File: src/rtl/seq_det_pkg.sv
// Shared types and bounds for the programmable serial pattern detector.
package seq_det_pkg;

  typedef enum logic [0:0] {ST_FILL, ST_FULL} seq_det_state_t;

  localparam int PAT_W_MIN = 2;
  localparam int PAT_W_MAX = 16;

endpackage

File: src/rtl/seq_det_if.sv
// Stream, pattern-programming and match-report signals of seq_det_prog.
interface seq_det_if #(
  parameter int PAT_W = 4,
  parameter int CNT_W = 8
);

  logic             in;
  logic             in_valid;
  logic             pat_load;
  logic [PAT_W-1:0] pat_val;
  logic             overlap;
  logic             cnt_clr;
  logic             out;
  logic [CNT_W-1:0] match_cnt;

  modport master (
    output in, in_valid, pat_load, pat_val, overlap, cnt_clr,
    input  out, match_cnt
  );

  modport slave (
    input  in, in_valid, pat_load, pat_val, overlap, cnt_clr,
    output out, match_cnt
  );

endinterface

File: src/rtl/seq_det_cnt.sv
// Saturating match counter; clear has priority over increment.
module seq_det_cnt #(
  parameter int CNT_W = 8
) (
  input  logic             clk,
  input  logic             rst,
  input  logic             i_inc,
  input  logic             i_clr,
  output logic [CNT_W-1:0] o_cnt
);

  logic [CNT_W-1:0] r_cnt;

  always_ff @(posedge clk) begin
    if (rst) begin
      r_cnt <= '0;
    end else if (i_clr) begin
      r_cnt <= '0;
    end else if (i_inc && (r_cnt != '1)) begin
      r_cnt <= r_cnt + 1'b1;
    end
  end

  assign o_cnt = r_cnt;

endmodule

File: src/rtl/seq_det_prog.sv
// Runtime-programmable serial pattern detector with registered match pulse.
// Build option: define SEQDET_MATCH_CNT_EN to include the saturating match counter.
module seq_det_prog
  import seq_det_pkg::*;
#(
  parameter int             PAT_W   = 4,
  parameter logic [PAT_W-1:0] RST_PAT = 4'b1001,
  parameter int             CNT_W   = 8
) (
  input logic      clk,
  input logic      rst,
  seq_det_if.slave bus
);

  localparam int               FILL_W   = $clog2(PAT_W + 1);
  localparam logic [FILL_W-1:0] FILL_MAX = FILL_W'(PAT_W);

  if (PAT_W < PAT_W_MIN || PAT_W > PAT_W_MAX) begin : g_bad_pat_w
    $error("seq_det_prog: PAT_W out of range");
  end

  logic [PAT_W-1:0]  r_pat;
  logic [PAT_W-1:0]  r_hist;
  logic [FILL_W-1:0] r_fill;
  logic              r_out;
  seq_det_state_t    r_state;

  logic [PAT_W-1:0]  w_hist_n;
  logic [FILL_W-1:0] w_fill_n;
  logic              w_full_n;
  logic              w_match;
  seq_det_state_t    w_state_n;

  // A load in the same cycle as a valid bit discards the bit.
  assign w_hist_n = {r_hist[PAT_W-2:0], bus.in};
  assign w_fill_n = (r_fill == FILL_MAX) ? FILL_MAX : r_fill + 1'b1;
  assign w_full_n = (r_state == ST_FULL) || (w_fill_n == FILL_MAX);
  assign w_match  = bus.in_valid && !bus.pat_load && w_full_n && (w_hist_n == r_pat);

  always_ff @(posedge clk) begin
    if (rst) begin
      r_state <= ST_FILL;
    end else begin
      r_state <= w_state_n;
    end
  end

  always_comb begin
    w_state_n = r_state;
    if (bus.pat_load) begin
      w_state_n = ST_FILL;
    end else if (bus.in_valid) begin
      if (w_match && !bus.overlap) begin
        w_state_n = ST_FILL;
      end else if (w_full_n) begin
        w_state_n = ST_FULL;
      end
    end
  end

  // Non-overlapping mode restarts the fill count so history is rebuilt from scratch.
  always_ff @(posedge clk) begin
    if (rst) begin
      r_pat  <= RST_PAT;
      r_hist <= '0;
      r_fill <= '0;
      r_out  <= 1'b0;
    end else begin
      r_out <= w_match;
      if (bus.pat_load) begin
        r_pat  <= bus.pat_val;
        r_fill <= '0;
      end else if (bus.in_valid) begin
        r_hist <= w_hist_n;
        r_fill <= (w_match && !bus.overlap) ? '0 : w_fill_n;
      end
    end
  end

  assign bus.out = r_out;

`ifdef SEQDET_MATCH_CNT_EN
  logic [CNT_W-1:0] w_cnt;

  seq_det_cnt #(
    .CNT_W (CNT_W)
  ) u_cnt (
    .clk   (clk),
    .rst   (rst),
    .i_inc (w_match),
    .i_clr (bus.cnt_clr),
    .o_cnt (w_cnt)
  );

  assign bus.match_cnt = w_cnt;
`else
  logic w_unused_cnt_clr;

  assign w_unused_cnt_clr = bus.cnt_clr;
  assign bus.match_cnt    = '0;
`endif

endmodule
File: src/flat_wrapper.sv
// flat-port wrapper written by rule: the top's interface ports become plain ports
module seq_det_prog_flat import seq_det_pkg::*;
#(
  parameter int             PAT_W   = 4,
  parameter logic [PAT_W-1:0] RST_PAT = 4'b1001,
  parameter int             CNT_W   = 8
)
  (clk, rst, bus_in, bus_in_valid, bus_pat_load, bus_pat_val, bus_overlap, bus_cnt_clr, bus_out, bus_match_cnt);
  seq_det_if #(.PAT_W(PAT_W), .CNT_W(CNT_W)) bus_i ();
  input logic clk;
  input logic rst;
  input wire logic [$bits(bus_i.in)-1:0] bus_in;
  input wire logic [$bits(bus_i.in_valid)-1:0] bus_in_valid;
  input wire logic [$bits(bus_i.pat_load)-1:0] bus_pat_load;
  input wire logic [$bits(bus_i.pat_val)-1:0] bus_pat_val;
  input wire logic [$bits(bus_i.overlap)-1:0] bus_overlap;
  input wire logic [$bits(bus_i.cnt_clr)-1:0] bus_cnt_clr;
  output wire logic [$bits(bus_i.out)-1:0] bus_out;
  output wire logic [$bits(bus_i.match_cnt)-1:0] bus_match_cnt;
  assign bus_i.in = bus_in;
  assign bus_i.in_valid = bus_in_valid;
  assign bus_i.pat_load = bus_pat_load;
  assign bus_i.pat_val = bus_pat_val;
  assign bus_i.overlap = bus_overlap;
  assign bus_i.cnt_clr = bus_cnt_clr;
  assign bus_out = bus_i.out;
  assign bus_match_cnt = bus_i.match_cnt;
  seq_det_prog #(.PAT_W(PAT_W), .RST_PAT(RST_PAT), .CNT_W(CNT_W)) u_core (.clk(clk), .rst(rst), .bus(bus_i));
endmodule
File: config.mk
export PLATFORM = sky130hd
export DESIGN_NAME = seq_det_prog_flat
export DESIGN_NICKNAME = d
export VERILOG_FILES = /design/src/rtl/seq_det_pkg.sv /design/src/rtl/seq_det_if.sv /design/src/rtl/seq_det_cnt.sv /design/src/rtl/seq_det_prog.sv /design/src/flat_wrapper.sv
export SDC_FILE = /design/constraint.sdc
export NUM_CORES = 1
export LEC_CHECK = 0
export BUFFER_PORTS_ARGS = -buffer_cell sky130_fd_sc_hd__buf_2
export CELL_PAD_IN_SITES_DETAIL_PLACEMENT = 1
export CELL_PAD_IN_SITES_GLOBAL_PLACEMENT = 2
export CORE_MARGIN = 5
export CORE_UTILIZATION = 31
export CTS_CLUSTER_DIAMETER = 200
export DETAILED_ROUTE_END_ITERATION = 16
export PLACE_DENSITY_LB_ADDON = 0.1
export SETUP_SLACK_MARGIN = 0.02
export SKIP_CTS_REPAIR_TIMING = 1
export SYNTH_ARGS = -nofsm -noshare
export SYNTH_HDL_FRONTEND = slang
export SYNTH_SLANG_ARGS = --single-unit
File: constraint.sdc
create_clock -name clk -period 4.7 [get_ports clk]
set_input_delay 0.235 -clock clk [delete_from_list [all_inputs] [get_ports clk]]
set_output_delay 0.235 -clock clk [all_outputs]
set_load 0.02 [all_outputs]
# Yosys cells after proc, flatten, opt, wreduce, memory -nomap -nowiden
# Index checks and enable logic that the tools add are counted.
# totals
inputBits,11
elab_cells,25
register_bits,12
output_inout_bits,9
# classes
eq_ne,3
n_bitwise,1
addsub,1
mux,4
reduce_logical,11
# ops
operator,count
"3-bit equality test, second input constant",2
3-bit two-way mux,2
4-bit equality test,1
1-bit logical AND,4
2-bit AND reduction,2
"3-bit by 1-bit adder with 3-bit output, second input constant",1
1-bit logical NOT,2
1-bit two-way mux,2
2-bit nonzero test,1
2-bit OR reduction,1
1-bit logical OR,1
1-bit NOT,1

# Depth between registers and ports, before layout
# Gate-level depths: netlist (run 1).
# logic_depth
word_depth,9
mapped_depth,6
ltp_nobuf,6

# Worst setup path before layout (run 1)
# No wires, ideal clock.
# synth_path
kind,register -> register
startpoint,reg u_core.r_fill[0]
endpoint,reg u_core.r_fill[2]
synth_period_minus_slack_ns,1.600
setup_time_ns,0.087
t_required_ns,4.613
path_stages_with_launch,7
n_path_buf,0
setup_slack_ns,3.100
arrival_time_ns,1.513
path_cell_list,dfxtp_1 inv_1 ha_1 and3b_1 a311oi_2 nor3_2 nor4b_2
# synth_via
elab_chain_cells,8
word_cells_on_any_way,9
classes_between,1 x add/sub; 2 x eq/ne; 2 x mux; 4 x reduce/logical
# synth_rtl
element,line_no,text
"start, declared",seq_det_prog.sv:24,logic [FILL_W-1:0] r_fill;
"start signal, assigned",seq_det_prog.sv:75,r_fill <= (w_match && !bus.overlap) ? '0 : w_fill_n;
3-bit by 1-bit adder with 3-bit output / 3-bit equality test (equally long branches),seq_det_prog.sv:36,assign w_fill_n = (r_fill == FILL_MAX) ? FILL_MAX : r_fill + 1'b1;
3-bit two-way mux *,seq_det_prog.sv:36,
3-bit equality test,seq_det_prog.sv:37,assign w_full_n = (r_state == ST_FULL) || (w_fill_n == FILL_MAX);
1-bit logical OR,seq_det_prog.sv:37,
1-bit logical AND (2 in series),seq_det_prog.sv:38,assign w_match = bus.in_valid && !bus.pat_load && w_full_n && (w_hist_n == r_pat);
1-bit logical AND,seq_det_prog.sv:75,
3-bit two-way mux *,seq_det_prog.sv:75,
# Mark *: on every way between the ends. The rest lies on a longest branch, timed or not.
# A chain may end at the register's enable or synchronous reset.

# Final worst setup path (run 1)
# Ends and elaborated chain as after synthesis.

==> flow_summary.json, run 1 <==
{
  "path_class": "flop to flop",
  "wire_per_inst_um": 11.81,
  "num_rows": 16,
  "antenna_left": 0,
  "final.setup.tns_ns": 0,
  "max_freq_mhz": 569.4,
  "crit_fanout": 3,
  "combPwrFrac": 0.146,
  "r2r-start": "u_core.r_fill[0]",
  "peakVddDrop_mv": 0.1795,
  "gp_congestion": 0.6926,
  "route.detailed.drc": 0,
  "drt-pass1-iter-count": 2,
  "multi_input_area_um2": 360.3,
  "clkPwrFrac": 0.306,
  "vias_per_cell": 4.529,
  "grt_usage": 0.09035,
  "finalNetCount": 92,
  "root_buffer": "clkbuf_4",
  "required_ns": 4.89,
  "num-fill-cells": 260,
  "yosysUniqueCellTypes": 28,
  "core_area_um2": 2002,
  "fp.dieH_um": 56.17,
  "hpwl_um": 974.6,
  "antenna_found_initial": 0,
  "io_pins": 20,
  "r2r_slack_ns": 2.94,
  "intPower_mw": 0.1464,
  "r2r_end": "u_core.r_fill[2]",
  "endpoint_kind": "flop",
  "reg2reg_depth": 6,
  "clock_path_buffers": 2,
  "synthesis.area_um2": 660.6,
  "cap_viol_max_count": 0,
  "hp-class": "input port to flop",
  "layout-drive-gt1-share": 0.2468,
  "setup_viol_count_final": 0,
  "port_buffers": 10,
  "yosysWarnings": 0,
  "initial_core_util": 0.3300,
  "clk_pin_slew_ns": 0.07,
  "ys_ff_latch": 12,
  "p_sw_frac": 0.2541,
  "drt_iter0_markers": 1,
  "cts.sinks": 12,
  "grt_pass1_wl_mm": 2.159,
  "crit_arrival_ns": 1.94,
  "wirelength_mm": 1.228,
  "period_share": 0.3737,
  "hold_ws_ns": 0.1716,
  "seqCellArea_um2": 240.2,
  "overflow": 0,
  "tritoncts": "done",
  "syn_area_per_cell_um2": 9.860,
  "grt_pass1_vias": 498,
  "min_path_cells": 2,
  "num_vias": 471,
  "slew_violations": 0,
  "fin_skew_ns": 0.0002915,
  "cts-buffers-inserted": 3,
  "area_growth_pct": 8.712,
  "status": "finished, final reports clean",
  "hold_viol": 0,
  "min_from": "bus_pat_val[0]",
  "clk_latency_ns": 0.26,
  "rsz0062_at_grt": "false",
  "netSwitchingPower_mw": 0.04985,
  "worstSetupStartpointType": "flop",
  "synth_cells": 67,
  "power_leakage_nw": 0.3266,
  "pwr_density_cell_nw_per_um2": 273.2,
  "grt_max_degree": 12,
  "htree_levels": 1,
  "fin_crit_ns": 1.756,
  "fp.dieW_um": 56.17,
  "pwr-share-seq": 0.548,
  "holdPathEnd": "u_core.r_pat[0]",
  "die_area_um2": 3155,
  "seq_area_frac_synth": 0.3636,
  "diodes": 0
}
-- synth_stat cells (all sizes together) --
master	n	area, µm²
ha	2	25.02
xnor2	3	26.28
mux2i	6	60.06
clkbuf	1	3.750
and4b	1	10.01
nand3	1	5.000
inv	3	11.26
or3	2	17.52
buf	9	71.32
a211o	2	17.52
nor3	2	15.01
nor4b	1	15.01
xor2	2	17.52
nor4	2	12.51
nand2b	1	13.76
dfxtp	12	240.2
nand2	2	7.510
mux2	1	11.26
nor2	7	26.28
conb	1	3.750
a311oi	1	15.01
a21oi	1	5.000
o221ai	1	8.760
nor2b	2	12.51
and3b	1	8.760
-- sequential cells by signal (all words and copies together), names as in the netlist --
| name | count |
|---|---|
| u_core.r_pat | 4 |
| u_core.r_fill | 3 |
| u_core.r_state | 1 |
| u_core.r_hist | 3 |
| u_core.bus.out | 1 |
-- cell families after synthesis --
logic type	Yosys count	synth area share
buffers and inverters	13	0.1307
xor gates and xnor gates	5	0.06630
AOI/OAI and AO/OA	5	0.07007
and+or+nand+nor	22	0.2178
adders and majority gates	2	0.03787
other	1	0.005676
muxes	7	0.1080
DFF	12	0.3636
-- how the worst max path moves through the flow --
stage,from,endpoint,slack [ns],depth (start not counted)
2_1_floorplan,u_core.r_fill[0],u_core.r_fill[2],3.10,6
3_3_place_gp,u_core.r_fill[0],u_core.r_fill[1],2.91,6
3_5_place_dp,u_core.r_fill[0],u_core.r_fill[1],2.93,6
4_1_cts,u_core.r_fill[0],u_core.r_fill[1],2.91,6
5_1_grt,u_core.r_fill[0],u_core.r_fill[0],2.81,6
6_report,u_core.r_fill[0],u_core.r_fill[2],2.94,6
-- metrics by stage --
step | setup slack [ns] | instance area [µm²] | utilization | instances | total power, mW
floorplan | 3.100 | 686.9 | - | 74 | 0.1363
global placement | 2.915 | 695.7 | 0.3475 | 101 | 0.1381
detailed placement | 2.925 | 695.7 | 0.3475 | 101 | 0.1388
CTS | 2.914 | 718.2 | 0.3588 | 104 | 0.2008
global route | 2.809 | 718.2 | 0.3588 | 104 | 0.2101
finish | 2.944 | 718.2 | 0.3588 | 104 | 0.1962
-- worst max-delay path, stage by stage (launching register included) --
cell,delay [ns]
dfxtp_1,0.38
inv_1,0.08
ha_1,0.32
and3b_1,0.20
a311oi_2,0.34
nor3_2,0.11
nor4b_2,0.25
-- per-layer routing --
layer  GRT usage  part of all wire  wire length, µm
met1      0.1053              0.44              536
met2      0.1369              0.45              553
met3     0.06032              0.10              127
met4     0.02034            0.0081               10
met5           0                 0                0
-- power groups by stage --
stage	clock (mW)	combinational (mW)	sequential (mW)
after global routing	0.0702	0.0319	0.108
after CTS	0.0643	0.0290	0.108
after global placement	0	0.0282	0.110
after floorplan	0	0.0271	0.109
final	0.0601	0.0286	0.107
after detailed placement	0	0.0289	0.110
-- cell usage in the layout, fill, tap and decap left out, types with 3 or more instances in the layout --
cell type / instances
mux2i_1: 6
inv_1: 3
nor2_1: 7
dfxtp_1: 12
conb_1: 8
xnor2_1: 3
buf_2: 10
clkbuf_4: 3
-- layout make-up --
class	count	share of cell area
clock buffers	3	0.03136
inverters	3	0.01568
repair buffers	10	0.06969
well taps	27	0.04704
flip-flops and latches	12	0.3345
multi-input cells	49	0.5017
No activity file was read; power rests on OpenSTA's default activity.
==> inputs of run 2 (changes only) <==
--- a/config.mk
+++ b/config.mk
@@ -9,7 +9,7 @@
 export CELL_PAD_IN_SITES_DETAIL_PLACEMENT = 1
 export CELL_PAD_IN_SITES_GLOBAL_PLACEMENT = 2
 export CORE_MARGIN = 5
-export CORE_UTILIZATION = 31
+export CORE_UTILIZATION = 26
 export CTS_CLUSTER_DIAMETER = 200
 export DETAILED_ROUTE_END_ITERATION = 16
 export PLACE_DENSITY_LB_ADDON = 0.1
==> constraint.sdc (replaced) <==
create_clock -name clk -period 1.6 [get_ports clk]
set_input_delay 0.08 -clock clk [delete_from_list [all_inputs] [get_ports clk]]
set_output_delay 0.08 -clock clk [all_outputs]
set_load 0.02 [all_outputs]
==> run 2 against run 1 <==
Net effect:
- the run now ends with setup timing left
- first-iteration DRC count grew to 4.0 times the previous value
- fmax grew 8.5%
- die area is 16% higher
- via count increased by 7.4%
- worst hold slack lost 0.16 ns
- sequential share of layout area is 3.2 points lower
- worst setup slack lost 3.0 ns
- design area rose by 12%
==> flow_summary.json, run 2 (synthesis results as in run 1) <==
{
  "min_from": "bus_pat_val[3]",
  "core_area_um2": 2455,
  "r2r_end": "u_core.r_fill[2]",
  "clock_path_buffers": 2,
  "final.setup.tns_ns": -0.02635,
  "r2r-start": "u_core.r_fill[0]",
  "r2r_slack_ns": -0.02,
  "peakVddDrop_mv": 0.4746,
  "intPower_mw": 0.4923,
  "fin_skew_ns": 0.001081,
  "path_cells": "inv_2 -> ha_4 -> and3b_1 -> a311oi_2 -> nor3_2 -> nor4b_2",
  "setup_viol_count_final": 2,
  "status": "finished, violations left",
  "slowest_stage": "dfxtp_2",
  "layout-drive-gt1-share": 0.3765,
  "worstSetupStartpointType": "flop",
  "htree_levels": 1,
  "multi_input_area_um2": 372.9,
  "drt-pass1-iter-count": 2,
  "tritoncts": "done",
  "grt_pass1_wl_mm": 2.283,
  "num-fill-cells": 291,
  "finalNetCount": 99,
  "netSwitchingPower_mw": 0.1648,
  "clk_pin_slew_ns": 0.08,
  "drt_iter0_markers": 4,
  "seqCellArea_um2": 242.7,
  "max_freq_mhz": 617.5,
  "slew_violations": 0,
  "worst_path_largest_cell_delay_ns": 0.35,
  "pwr_density_cell_nw_per_um2": 818.1,
  "die_area_um2": 3649,
  "antenna_found_initial": 0,
  "min_path_cells": 2,
  "cts.sinks": 12,
  "num_vias": 506,
  "io_pins": 20,
  "hold_viol": 0,
  "clk_latency_ns": 0.27,
  "fin_crit_ns": 1.619,
  "antenna_left": 0,
  "fp.dieW_um": 60.41,
  "port_buffers": 10,
  "pwr-share-seq": 0.481,
  "diodes": 0,
  "grt_max_degree": 12,
  "holdPathEnd": "u_core.r_pat[3]",
  "vias_per_cell": 4.400,
  "rsz0062_at_grt": "true",
  "period_share": 1.012,
  "fp.dieH_um": 60.41,
  "setup_ws_ns": -0.01937,
  "post-place-cells": 109,
  "path_delay_family": "simple AND/OR/NAND/NOR gates",
  "required_ns": 1.79,
  "endpoint_kind": "flop",
  "instances_no_fill": 115,
  "cts-buffers-inserted": 3,
  "crit_fanout": 3,
  "final_cell_mix": "buf_2 (10), dfxtp_1 (10), conb_1 (8), nor2_1 (7), buf_4 (7)",
  "grt_pass1_vias": 523,
  "crit_arrival_ns": 1.81,
  "power_leakage_nw": 0.3694,
  "area_growth_pct": 21.59,
  "top_register": "u_core.r_pat",
  "initial_core_util": 0.2691,
  "combPwrFrac": 0.150,
  "cap_viol_max_count": 0,
  "violations": "setup timing",
  "path_class": "flop to flop",
  "grt_usage": 0.08403,
  "gp_congestion": 0.6717,
  "p_sw_frac": 0.2509,
  "largest_reg_flops": 4,
  "hp-class": "input port to flop",
  "root_buffer": "clkbuf_4",
  "largest_registers": "u_core.r_pat (4), u_core.r_fill (3), u_core.r_hist (3)",
  "overflow": 0,
  "route.detailed.drc": 0,
  "wire_per_inst_um": 11.96,
  "wirelength_mm": 1.375,
  "reg2reg_depth": 6,
  "num_rows": 18,
  "crit_buf_inv": 1,
  "clkPwrFrac": 0.369
}
run 2: cell types whose count changed in the layout (fill, tap and decap cells not counted), sizes merged:
cell,change
buf,+7
clkbuf,+1
run 2: layout make-up:
class | count | area share
multi-input combinational | 49 | 0.4642
sequential | 12 | 0.3022
timing repair buffer | 17 | 0.1277
tap | 30 | 0.04673
clock buffer | 4 | 0.04517
inverter | 3 | 0.01402
run 2: routing by layer:
metal | track usage | wire (µm) | up-vias
li1 | - | - | 249
met1 | 0.08963 | 587 | 245
met2 | 0.1497 | 704 | 10
met3 | 0.04043 | 77 | 2
met4 | 0.01899 | 6 | 0
met5 | 0 | 0 | -
run 2: worst max-delay path by stage:
stage	to	cells after the start	start	slack (ns)
2_1_floorplan	u_core.r_fill[2]	6	u_core.r_fill[0]	0.05
3_3_place_gp	u_core.r_fill[1]	6	u_core.r_fill[0]	-0.02
3_5_place_dp	u_core.r_fill[2]	6	u_core.r_fill[0]	-0.07
4_1_cts	u_core.r_fill[2]	6	u_core.r_fill[0]	-0.09
5_1_grt	u_core.r_fill[2]	6	u_core.r_fill[0]	-0.11
6_report	u_core.r_fill[2]	6	u_core.r_fill[0]	-0.02
run 2: power by group through the flow:
stage          Combinational, mW  Clock, mW  Sequential (mW)
2_1_floorplan             0.0795          0            0.321
5_1_grt                    0.110      0.264            0.317
6_report                  0.0986      0.243            0.316
3_5_place_dp              0.0926          0            0.322
4_1_cts                   0.0929      0.254            0.316
3_3_place_gp              0.0916          0            0.323
run 2: through the flow:
stage                     utilization  cell area [µm²]  power, mW  setup WS, ns  hold slack, ns
final                          0.3272            803.3     0.6571      -0.01937         0.01083
after global routing           0.3272            803.3     0.6911       -0.1051         0.01644
after CTS                      0.3150            773.2     0.6627      -0.09118       0.0005331
after detailed placement       0.3002            737.0     0.4151      -0.06693          0.2941
after global placement         0.3002            737.0     0.4144      -0.02019          0.2874
after floorplan                     -            686.9     0.4005       0.05038          0.2024
